### src/rtl/fetch_pkg.sv
// Shared types and constants for the instruction fetch stage.
package fetch_pkg;

  typedef enum logic [1:0] {
    S_FETCH = 2'd0,
    S_VALID = 2'd1,
    S_DROP  = 2'd2
  } state_t;

  localparam int INSTR_W = 32;
  localparam int PC_INC  = 4;

endpackage

### src/rtl/instr_fetch_if.sv
// Fetch bus: memory request/ack toward imem, valid/ready toward decode, redirect from branch.
interface instr_fetch_if #(parameter int N = 64);
  import fetch_pkg::*;

  logic               imem_req;
  logic [N-1:0]       imem_addr;
  logic               imem_ack;
  logic [INSTR_W-1:0] imem_data;
  logic               instr_valid;
  logic               instr_ready;
  logic [INSTR_W-1:0] instr;
  logic [N-1:0]       pc_out;
  logic               redirect;
  logic [N-1:0]       redirect_pc;

  modport master (
    output imem_req, imem_addr, instr_valid, instr, pc_out,
    input  imem_ack, imem_data, instr_ready, redirect, redirect_pc
  );

  modport slave (
    input  imem_req, imem_addr, instr_valid, instr, pc_out,
    output imem_ack, imem_data, instr_ready, redirect, redirect_pc
  );

endinterface

### src/rtl/instr_fetch_pc_reg.sv
// Word-aligned address register with synchronous reset and load enable.
module pc_reg #(
  parameter int             N        = 64,
  parameter logic [N-1:0]   RESET_PC = '0
) (
  input  logic         clk,
  input  logic         reset,
  input  logic         load,
  input  logic [N-1:0] d,
  output logic [N-1:0] q
);

  localparam logic [N-1:0] RST_VAL = RESET_PC & ~N'(3);

  always_ff @(posedge clk) begin
    if (reset)     q <= RST_VAL;
    else if (load) q <= d;
  end

endmodule

### src/rtl/instr_fetch.sv
// Instruction fetch: owns the PC, talks to variable-latency imem and hands words to decode.
// States: S_FETCH request at pc | S_VALID word held for decode | S_DROP wait out a wrong-path ack
module instr_fetch
  import fetch_pkg::*;
#(
  parameter int           N        = 64,
  parameter logic [N-1:0] RESET_PC = '0
) (
  input  logic          clk,
  input  logic          reset,
  instr_fetch_if.master bus
);

  state_t             state;
  logic               req_q;
  logic               valid_q;
  logic [INSTR_W-1:0] instr_q;
  logic [N-1:0]       pc_out_q;
  logic [N-1:0]       pc;
  logic [N-1:0]       pc_d;
  logic               pc_load;
  logic [N-1:0]       hold_addr;
  logic               hold_load;

  // Redirect beats everything except reset, which pc_reg handles internally.
  always_comb begin
    pc_load = 1'b0;
    pc_d    = pc + N'(PC_INC);
    if (bus.redirect) begin
      pc_load = 1'b1;
      pc_d    = bus.redirect_pc & ~N'(3);
    end else if (state == S_FETCH && bus.imem_ack) begin
      pc_load = 1'b1;
    end
  end

  // Tracks pc while fetching so S_DROP can keep presenting the abandoned address.
  assign hold_load = (state == S_FETCH);

  pc_reg #(.N(N), .RESET_PC(RESET_PC)) u_pc (
    .clk   (clk),
    .reset (reset),
    .load  (pc_load),
    .d     (pc_d),
    .q     (pc)
  );

  pc_reg #(.N(N), .RESET_PC(RESET_PC)) u_hold (
    .clk   (clk),
    .reset (reset),
    .load  (hold_load),
    .d     (pc),
    .q     (hold_addr)
  );

  always_ff @(posedge clk) begin
    if (reset) begin
      state    <= S_FETCH;
      req_q    <= 1'b1;
      valid_q  <= 1'b0;
      instr_q  <= '0;
      pc_out_q <= '0;
    end else begin
      case (state)
        S_FETCH: begin
          if (bus.redirect && !bus.imem_ack) begin
            state <= S_DROP;
          end else if (bus.imem_ack && !bus.redirect) begin
            state    <= S_VALID;
            req_q    <= 1'b0;
            valid_q  <= 1'b1;
            instr_q  <= bus.imem_data;
            pc_out_q <= pc;
          end
        end
        S_VALID: begin
          if (bus.redirect || bus.instr_ready) begin
            state   <= S_FETCH;
            req_q   <= 1'b1;
            valid_q <= 1'b0;
          end
        end
        S_DROP: begin
          if (bus.imem_ack) state <= S_FETCH;
        end
        default: begin
          state   <= S_FETCH;
          req_q   <= 1'b1;
          valid_q <= 1'b0;
        end
      endcase
    end
  end

  // Request and valid are forced low for the whole time reset is asserted.
  assign bus.imem_req    = req_q & ~reset;
  assign bus.instr_valid = valid_q & ~reset;
  assign bus.instr       = instr_q;
  assign bus.pc_out      = pc_out_q;
  assign bus.imem_addr   = (state == S_DROP) ? hold_addr : pc;

endmodule

### src/flat_wrapper.sv
// flat-port wrapper written by rule: the top's interface ports become plain ports
module instr_fetch_flat import fetch_pkg::*;
#(
  parameter int           N        = 64,
  parameter logic [N-1:0] RESET_PC = '0
)
  (clk, reset, bus_imem_req, bus_imem_addr, bus_instr_valid, bus_instr, bus_pc_out, bus_imem_ack, bus_imem_data, bus_instr_ready, bus_redirect, bus_redirect_pc);
  instr_fetch_if #(.N(N)) bus_i ();
  input  logic clk;
  input  logic reset;
  output wire logic [$bits(bus_i.imem_req)-1:0] bus_imem_req;
  output wire logic [$bits(bus_i.imem_addr)-1:0] bus_imem_addr;
  output wire logic [$bits(bus_i.instr_valid)-1:0] bus_instr_valid;
  output wire logic [$bits(bus_i.instr)-1:0] bus_instr;
  output wire logic [$bits(bus_i.pc_out)-1:0] bus_pc_out;
  input wire logic [$bits(bus_i.imem_ack)-1:0] bus_imem_ack;
  input wire logic [$bits(bus_i.imem_data)-1:0] bus_imem_data;
  input wire logic [$bits(bus_i.instr_ready)-1:0] bus_instr_ready;
  input wire logic [$bits(bus_i.redirect)-1:0] bus_redirect;
  input wire logic [$bits(bus_i.redirect_pc)-1:0] bus_redirect_pc;
  assign bus_imem_req = bus_i.imem_req;
  assign bus_imem_addr = bus_i.imem_addr;
  assign bus_instr_valid = bus_i.instr_valid;
  assign bus_instr = bus_i.instr;
  assign bus_pc_out = bus_i.pc_out;
  assign bus_i.imem_ack = bus_imem_ack;
  assign bus_i.imem_data = bus_imem_data;
  assign bus_i.instr_ready = bus_instr_ready;
  assign bus_i.redirect = bus_redirect;
  assign bus_i.redirect_pc = bus_redirect_pc;
  instr_fetch #(.N(N), .RESET_PC(RESET_PC)) u_core (.clk(clk), .reset(reset), .bus(bus_i));
endmodule
### config.mk
export PLATFORM = sky130hd
export DESIGN_NAME = instr_fetch_flat
export DESIGN_NICKNAME = d
export VERILOG_FILES = /design/src/rtl/fetch_pkg.sv /design/src/rtl/instr_fetch_if.sv /design/src/rtl/instr_fetch_pc_reg.sv /design/src/rtl/instr_fetch.sv /design/src/flat_wrapper.sv
export SDC_FILE = /design/constraint.sdc
export NUM_CORES = 1
export LEC_CHECK = 0
export ABC_AREA = 1
export CELL_PAD_IN_SITES_DETAIL_PLACEMENT = 1
export CELL_PAD_IN_SITES_GLOBAL_PLACEMENT = 1
export CORE_MARGIN = 5
export CORE_UTILIZATION = 37
export CTS_CLUSTER_DIAMETER = 120
export DETAILED_ROUTE_END_ITERATION = 8
export PLACE_DENSITY_LB_ADDON = 0.1
export SKIP_CTS_REPAIR_TIMING = 1
export SYNTH_ARGS = -nofsm -noshare
export SYNTH_HDL_FRONTEND = slang
export SYNTH_SLANG_ARGS = --single-unit
### constraint.sdc
create_clock -name clk -period 3.5 [get_ports clk]
set_input_delay 0.525 -clock clk [delete_from_list [all_inputs] [get_ports clk]]
set_output_delay 0.525 -clock clk [all_outputs]
set_load 0.005 [all_outputs]
; Word-level counts from Yosys, hierarchy flattened
; Index checks and enable logic that the tools add are counted.
[word_totals]
ff_bits = 228
in_bits = 101
out_inout_bits = 162
wordCells = 47
[classes]
n_addsub = 1
n_eq_ne = 7
muxes = 17
bitwise = 5
n_reduce_logical = 10
[op_table]
columns = cell, n
row1 = $mux W64, 2
row2 = $add A64 B3 Y64 const B, 1
row3 = $mux W1, 8
row4 = $mux W2, 4
row5 = $ne A2 B2 Y1 const B, 3
row6 = $pmux W1 S3, 2
row7 = $pmux W2 S3, 1
row8 = $reduce_and A3 Y1, 2
row9 = $reduce_and A4 Y1, 1
row10 = $logic_and A1 B1 Y1, 3
row11 = $ne A3 B3 Y1 const B, 1
row12 = $not A1 Y1, 3
row13 = $and A1 B1 Y1, 2
row14 = $eq A2 B1 Y1 const B, 1
row15 = $eq A2 B2 Y1 const B, 1
row16 = $logic_not A1 Y1, 2
row17 = $logic_not A2 Y1, 1
row18 = $ne A2 B1 Y1 const B, 1
row19 = $logic_or A1 B1 Y1, 1

; Longest topological paths before layout
; Gate-level depths: netlist (run 1).
[logic_depth]
word_depth = 5
depth_mapped = 12
ltp_nobuf = 11

; Hierarchy
; From an unflattened synthesis (run 1), not the netlist that was laid out.
[unflattened]
hier_cells = 2006
area_unflattened_um2 = 12076.6
[modules_own_cells]
columns = mod, n_inst, cells_each, area_per_inst_um2, seq_area_each_um2
row1 = instr_fetch, 1, 1196, 6744.0, 2001.9
row2 = pc_reg, 2, 405, 2666.3, 1281.2

; Least setup slack after synthesis (run 1)
; OpenSTA, ideal clock, no wires.
[synth_timing]
path_type = in2reg
startpoint = in bus_redirect
endpoint = reg u_core.pc_out_q[51], in the netlist u_core.bus.pc_out[51]
arrival_time_ns = 2.097
required_time_ns = 3.414
path_slack_ns = 1.318
cell_stages = 9
path_buffers = 4
cell_sequence = clkbuf_1 -> inv_2 -> buf_1 -> ha_1 -> nand2_1 -> inv_2 -> buf_2 -> buf_2 -> a211oi_1
[synth_between]
elab_chain_len = 3
elab_cells_between_ends = 5
classes_between = bitwise: 1 / reduce/logical: 4
[synth_lines]
columns = element, line
row1 = from (decl), flat_wrapper.sv:19  ; input wire logic [$bits(bus_i.redirect)-1:0] bus_redirect;
row2 = $logic_not A1 Y1 or $logic_and A1 B1 Y1 (tied branches), "instr_fetch.sv:68, instr_fetch.sv:66"
row3 = $logic_and A1 B1 Y1 or $not A1 Y1 (tied branches), --
row4 = $reduce_and A3 Y1 (no line) *, --
row5 = to (signal assigned), instr_fetch.sv:73  ; pc_out_q <= pc;
row6 = to (decl), instr_fetch.sv:18  ; logic [N-1:0] pc_out_q;
; Mark *: on every way between the ends. The rest lies on a longest branch, timed or not.
; A chain may end at the register's enable or synchronous reset.

; Worst setup path in the final report (run 1)
[layout_timing]
startpoint = reg u_core.state[0]
endpoint = out bus_imem_addr[4]
[layout_between]
elab_chain_len = 2
[layout_lines]
columns = element, line
row1 = from (decl), instr_fetch.sv:14  ; state_t state;
row2 = from (signal assigned), instr_fetch.sv:58  ; state <= S_FETCH;
row3 = from (signal assigned), instr_fetch.sv:67  ; state <= S_DROP;
row4 = from (signal assigned), instr_fetch.sv:69  ; state <= S_VALID;
row5 = $eq A2 B2 Y1, instr_fetch.sv:100  ; assign bus.imem_addr = (state == S_DROP) ? hold_addr : pc;
row6 = $mux W64, instr_fetch.sv:100
row7 = to (decl), flat_wrapper.sv:12  ; output wire logic [$bits(bus_i.imem_addr)-1:0] bus_imem_addr;
; Every way passes these cells.

==> results.py, run 1 <==
metrics = {
    "timing": {
        "setup_viol": 0,
        "grt_setup_unrepaired": "false",
        "clock-skew-final_ns": 0.0139,
        "relSlewSlack_pct": 48.0,
        "maxSlewViolCount": 0,
        "setup_slack_ns": 0.628,
        "min_period_over_period_pct": 82.1,
        "final_hold_viol_count": 0,
        "worst_pin_slew_ns": 0.781,
        "finalCriticalPeriod_ns": 2.87,
        "finalSetupTns_ns": 0,
        "max_freq_mhz": 348,
    },
    "pwr": {
        "switching_share_pct": 27.4,
        "seqPwrFrac_pct": 42.8,
        "p_sw_mw": 1.86,
        "p_leak_nw": 5.22,
        "internal_power_mw": 4.94,
        "peakVddDrop_mv": 0.359,
        "power_density_mw_per_mm2": 480,
        "pwr-share-clk_pct": 40.1,
        "pwr-share-comb_pct": 17.1,
        "total_power_mw": 6.81,
    },
    "floorplanning": {
        "fp.coreArea_mm2": 0.0279,
        "dieArea_mm2": 0.0319,
        "dieHeight_um": 178,
        "fp-row-count": 61,
        "fp.dieW_um": 178,
        "initial_core_util_pct": 37.6,
        "ios": 263,
    },
    "layout": {
        "final_util_pct": 50.8,
        "fin_cells": 2164,
        "nets": 1870,
        "area_growth_pct": 35.1,
        "drive_gt1_share_pct": 4.82,
    },
    "worst_setup_path": {
        "cp_cell_sequence": "nor2_4, inv_1, nand2_1, o21ai_0, clkdlybuf4s50_1",
        "path_max_fanout": 24,
        "arrival_ns": 2.35,
        "worstPathRequired_ns": 2.97,
        "crit_path_max_incr_delay_ns": 0.56,
        "critPathSlowestCell": "clkdlybuf4s50_1",
        "end_kind": "output port",
        "start_kind": "flip-flop",
        "crit_type": "reg2out",
    },
    "placement": {
        "gp_congestion": 0.928,
        "dp.cells": 2115,
        "io_buffers": 256,
        "place_hpwl_mm": 29.0,
        "dp_slack_ns": 0.836,
    },
    "clocking": {
        "cts_tree": "done",
        "cts_buffer_depth": 3,
        "path_clk_slew_ns": 0.06,
        "clock_latency_ns": 0.53,
        "clockRootBuffer": "clkbuf_16",
        "ctsHtreeMaxLevel": 1,
        "cts.sinks": 222,
        "cts_buffers": 26,
    },
    "hold_path": {
        "hold_class": "reg2reg",
    },
    "grt": {
        "grt_pass1_wl_mm": 62.4,
        "grt_pass1_vias": 11500,
        "grt_max_degree": 103,
        "grt_usage_pct": 24.2,
        "met2_usage_pct": 43.3,
        "use_met3_pct": 3.24,
        "grt.met1_usage_pct": 31.4,
        "overflow": 0,
        "antenna_found_initial": 1,
        "grt.busiest_layer": "met2",
    },
    "synthesis": {
        "netlist_instances": 1555,
        "ys_seq_area_share_pct": 42.3,
        "synth_cell_types": 36,
        "syn_avg_cell_area_um2": 6.75,
        "yosys_warnings": 0,
        "syn_area_mm2": 0.0105,
        "ys_ff_latch": 222,
    },
    "detailed_routing": {
        "viasPerCell": 5.19,
        "vias": 11200,
        "drtPass1Iterations": 5,
        "antenna_left": 0,
        "wl_mm": 39.9,
        "drt_iter0_markers": 602,
        "drc_errors": 0,
        "routedWlPerCell_um": 18.4,
    },
    "status": {
        "outcome": "complete, no violations",
    },
    "job": {
        "cap_viol_max_count": 0,
    },
}
[registers in the layout (all words and copies together), names as in the netlist]
name and flops:
u_core.bus.pc_out 62, u_core.req_q 1, u_core.valid_q 1, u_core.bus.instr 32, u_core.state 2, u_core.u_hold.q 62, u_core.u_pc.q 62
[metal layers]
layer  vias up  part of all wire, %  routed length, µm
met2       257                   48              19400
li1       5519                    -                  -
met1      5410                   45              18000
met4         0                  1.6                653
met5         -                    0                  0
met3        49                  4.9               1940
[per-stage QoR]
step           hold WS [ns]  cell area, µm²
4_1_cts               0.452           14200
3_3_place_gp          0.432           13300
2_1_floorplan         0.419           10500
3_5_place_dp          0.439           13300
6_report              0.452           14200
5_1_grt               0.484           14200
[kinds of logic (layout without fill, tap and decap cells)]
family                   count (synthesis)  after routing  share of synthesized area (%)
flip-flops                             222            222                           42.3
XOR/XNOR                                16             16                           1.33
buffers and inverters                  217            444                           8.05
adder cells (fa/ha/maj)                  4              4                          0.477
AO/OA/AOI/OAI                          395            395                           20.7
other                                    1              5                         0.0357
AND/OR/NAND/NOR                        700            700                           27.1
[Yosys cell counts]
cell | n | area share, %
nor4_1 | 2 | 0.12
inv_1 | 117 | 4.2
buf_4 | 5 | 0.36
nand3b_1 | 2 | 0.14
buf_2 | 10 | 0.48
o21ai_0 | 199 | 9.5
inv_2 | 6 | 0.21
o21ai_1 | 10 | 0.48
nor2_2 | 4 | 0.24
o211ai_1 | 5 | 0.36
conb_1 | 1 | 0.036
ha_1 | 4 | 0.48
o2111ai_1 | 1 | 0.083
dfxtp_1 | 222 | 42
nor2_4 | 5 | 0.54
buf_1 | 4 | 0.14
a32oi_1 | 1 | 0.083
a221oi_1 | 2 | 0.17
nor2_1 | 271 | 9.7
nand3_2 | 1 | 0.095
clkbuf_1 | 74 | 2.6
a211oi_1 | 51 | 3.6
nand3_1 | 70 | 3.3
nand2_1 | 325 | 12
nand4_1 | 8 | 0.48
nor2_8 | 1 | 0.19
a31oi_1 | 29 | 1.7
o221ai_1 | 1 | 0.083
a21oi_1 | 94 | 4.5
xnor2_1 | 7 | 0.58
nand2_2 | 8 | 0.48
xor2_1 | 9 | 0.75
a21boi_0 | 1 | 0.072
clkinv_1 | 1 | 0.036
o21bai_1 | 1 | 0.072
nor3_1 | 3 | 0.14
[worst paths after layout]
check	end	slack [ns]	startpoint	cells past startpoint
min reg2reg	u_core.req_q	0.45	u_core.req_q	2
min	u_core.req_q	0.45	u_core.req_q	2
max	bus_imem_addr[4]	0.63	u_core.state[0]	5
max reg2reg	u_core.u_pc.q[36]	1.22	u_core.u_pc.q[3]	10
[placed cells by master, fill, tap and decap left out, types with 5 or more instances in the layout]
cell and instances:
inv_1 117, nor2_2 5, xnor2_1 7, nand4_1 8
inv_2 6, o21ai_0 199, clkbuf_16 27, a211oi_1 51
clkdlybuf4s50_1 254, a21oi_1 94, a31oi_1 29, nand3_1 70
nand2_2 8, nor2_1 269, dfxtp_1 222, clkbuf_1 8
nor2_4 6, buf_4 14, clkbuf_8 7, nand2_1 325
o211ai_1 5, o21ai_1 10, xor2_1 9
[power groups by stage]
stage	sequential, mW	combinational [mW]	clock (mW)
global route	2.94	1.29	2.89
detailed placement	2.96	1.17	0
CTS	2.91	1.18	2.78
floorplan	2.93	0.572	0
finish	2.91	1.16	2.73
global placement	2.95	1.13	0
[worst max-delay path, delay by kind of cell (launching register included)]
kind / cells / cell delay [ns]
flops: 1 / 0.45
simple gates: 2 / 0.19
compound gates: 1 / 0.13
buf+inv: 2 / 1.04
[cell type report]
type                       count  area [µm²]
clock inverter                 6        57.6
multi-input combinational   1119        5230
clock buffer                  42         802
fill                        3621       13700
tap                          378         473
antenna                        1        2.50
timing repair buffer         272        2710
inverter                     124         468
sequential                   222        4440
(Power assumes the default switching activity.)
==> run 2: changes to the inputs <==
--- a/config.mk
+++ b/config.mk
@@ -9,7 +9,7 @@
 export CELL_PAD_IN_SITES_DETAIL_PLACEMENT = 1
 export CELL_PAD_IN_SITES_GLOBAL_PLACEMENT = 1
 export CORE_MARGIN = 5
-export CORE_UTILIZATION = 37
+export CORE_UTILIZATION = 35
 export CTS_CLUSTER_DIAMETER = 120
 export DETAILED_ROUTE_END_ITERATION = 8
 export PLACE_DENSITY_LB_ADDON = 0.1
==> constraint.sdc (replaced) <==
create_clock -name clk -period 2.7 [get_ports clk]
set_input_delay 0.405 -clock clk [delete_from_list [all_inputs] [get_ports clk]]
set_output_delay 0.405 -clock clk [all_outputs]
set_load 0.005 [all_outputs]
==> run 2 against run 1 <==
Net effect: core utilization decreased by 1.9 points; clock skew decreased by 0.0029 ns; sequential share of layout area decreased by 0.62 points; combinational power increased by 34%; routed wire length increased by 2.6%; worst hold slack got worse by 0.35 ns; die area increased by 5.4%; flip-flop and latch count unchanged; critical path depth increased by 1; clock power increased by 32%; sequential power increased by 29%; cell count increased by 0.88%.
==> results.py, run 2 (synthesis results as in run 1) <==
metrics = {
    "status": {
        "outcome": "complete, no violations",
    },
    "worst_setup_path": {
        "start_kind": "flip-flop",
        "crit_path_max_incr_delay_ns": 0.52,
        "cp_cell_sequence": "inv_1, nor2_4, buf_12, clkinvlp_4, o21ai_2, clkdlybuf4s50_1",
        "critPathBufInv": 4,
        "crit_type": "reg2out",
        "arrival_ns": 2.23,
        "worstPathRequired_ns": 2.30,
        "end_kind": "output port",
        "path_max_fanout": 6,
        "critPathSlowestCell": "clkdlybuf4s50_1",
        "critPathTopFamily": "buffers and inverters",
    },
    "layout": {
        "fillers": 3723,
        "stdcell_area_mm2": 0.0145,
        "final_common_cell": "nand2_1",
        "final_util_pct": 48.9,
        "drive_gt1_share_pct": 5.80,
        "nets": 1885,
        "area_growth_pct": 37.9,
        "diodes": 0,
        "mostFrequentLayoutCells": "nand2_1, nor2_1, clkdlybuf4s50_1",
    },
    "grt": {
        "overflow": 0,
        "grt_usage_pct": 23.3,
        "grt_pass1_vias": 11400,
        "grt_pass1_wl_mm": 63.8,
        "grt_max_degree": 102,
        "antenna_found_initial": 0,
    },
    "floorplanning": {
        "dieHeight_um": 183,
        "ios": 263,
        "initial_core_util_pct": 35.4,
        "dieArea_mm2": 0.0336,
        "fp.coreArea_mm2": 0.0296,
        "fp.dieW_um": 183,
        "fp-row-count": 63,
    },
    "clocking": {
        "clock_latency_ns": 0.54,
        "cts_tree": "done",
        "cts_buffers": 27,
        "cts_buffer_depth": 3,
        "cts.sinks": 222,
        "ctsHtreeMaxLevel": 1,
        "path_clk_slew_ns": 0.06,
        "clockRootBuffer": "clkbuf_16",
    },
    "pwr": {
        "p_leak_nw": 5.62,
        "power_density_mw_per_mm2": 617,
        "peakVddDrop_mv": 0.496,
    },
    "detailed_routing": {
        "antenna_left": 0,
        "routedWlPerCell_um": 18.8,
        "wl_mm": 40.9,
        "vias": 11200,
        "drt_iter0_markers": 606,
        "drc_errors": 0,
        "viasPerCell": 5.15,
        "drtPass1Iterations": 6,
    },
    "placement": {
        "io_buffers": 256,
        "place_hpwl_mm": 29.3,
        "dpl_cell_area_mm2": 0.0135,
        "gp_congestion": 0.914,
    },
    "timing": {
        "maxSlewViolCount": 0,
        "setup_viol": 0,
        "max_freq_mhz": 380,
        "min_period_over_period_pct": 97.6,
        "finalCriticalPeriod_ns": 2.63,
        "relSlewSlack_pct": 54.2,
        "clock-skew-final_ns": 0.0110,
        "final_hold_viol_count": 0,
        "worst_pin_slew_ns": 0.686,
        "holdWs_ns": 0.107,
        "grt_setup_unrepaired": "true",
    },
    "hold_path": {
        "hold_class": "in2reg",
    },
    "job": {
        "cap_viol_max_count": 0,
    },
}
-- run 2: cell types whose count changed in the layout (fill, tap and decap cells not counted), sizes merged --
cell and delta:
buf +11, bufinv +1, clkbuf -3, clkdlybuf4s50 -20, clkinv -3, clkinvlp +2
diode -1, dlymetal6s2s +20
-- run 2: power breakdown --
| group | internal [mW] | switching (mW) |
|---|---|---|
| clock | 2.19 | 1.42 |
| sequential | 3.58 | 0.188 |
| combinational | 0.744 | 0.819 |
-- run 2: worst reg2reg max path: cells and delay by family, from the launching register on --
family	cells	cell delay, ns
and+or+nand+nor	8	1.52
DFF	1	0.41
AOI/OAI and AO/OA	1	0.11
buffers and inverters	1	0.08
-- run 2: per-layer routing --
layer	GRT usage [%]	part of all wire, %	vias to the layer above	routed length, µm
li1	-	-	5555	-
met1	31.1	45	5353	18500
met2	39.4	47	267	19400
met3	3.15	4.8	63	1950
met4	6.62	2.8	0	1130
met5	0	0	-	0
-- run 2: worst paths after layout --
| path | start | to | slack, ns | cells after the start |
|---|---|---|---|---|
| setup / recovery | u_core.state[1] | bus_imem_addr[13] | 0.07 | 6 |
| hold / removal | reset | u_core.state[1] | 0.11 | 2 |
| setup reg to reg | u_core.u_pc.q[28] | u_core.u_pc.q[63] | 0.51 | 10 |
| hold reg to reg | u_core.u_hold.q[17] | u_core.u_hold.q[17] | 0.44 | 2 |
-- run 2: final cells by class --
class | count | area [µm²] | share of cell area, %
Multi-Input combinational cell | 1119 | 5250 | 36.2
Sequential cell | 222 | 4450 | 30.7
Timing Repair Buffer | 284 | 2950 | 20.4
Clock buffer | 38 | 787 | 5.43
Tap cell | 390 | 488 | 3.37
Inverter | 124 | 472 | 3.26
Clock inverter | 4 | 73.8 | 0.510
Timing Repair inverter | 2 | 15.0 | 0.104
-- run 2: stage by stage --
stage / std cells / setup TNS (ns) / setup WS (ns) / power [mW]
final: 2183 / 0 / 0.0657 / 8.94
after global routing: 2183 / -0.419 / -0.0742 / 9.38
after CTS: 2178 / -0.885 / -0.142 / 9.03
after detailed placement: 2136 / 0 / 0.444 / 5.39
after global placement: 2136 / 0 / 0.471 / 5.33
after floorplan: 1558 / 0 / 0.638 / 4.54
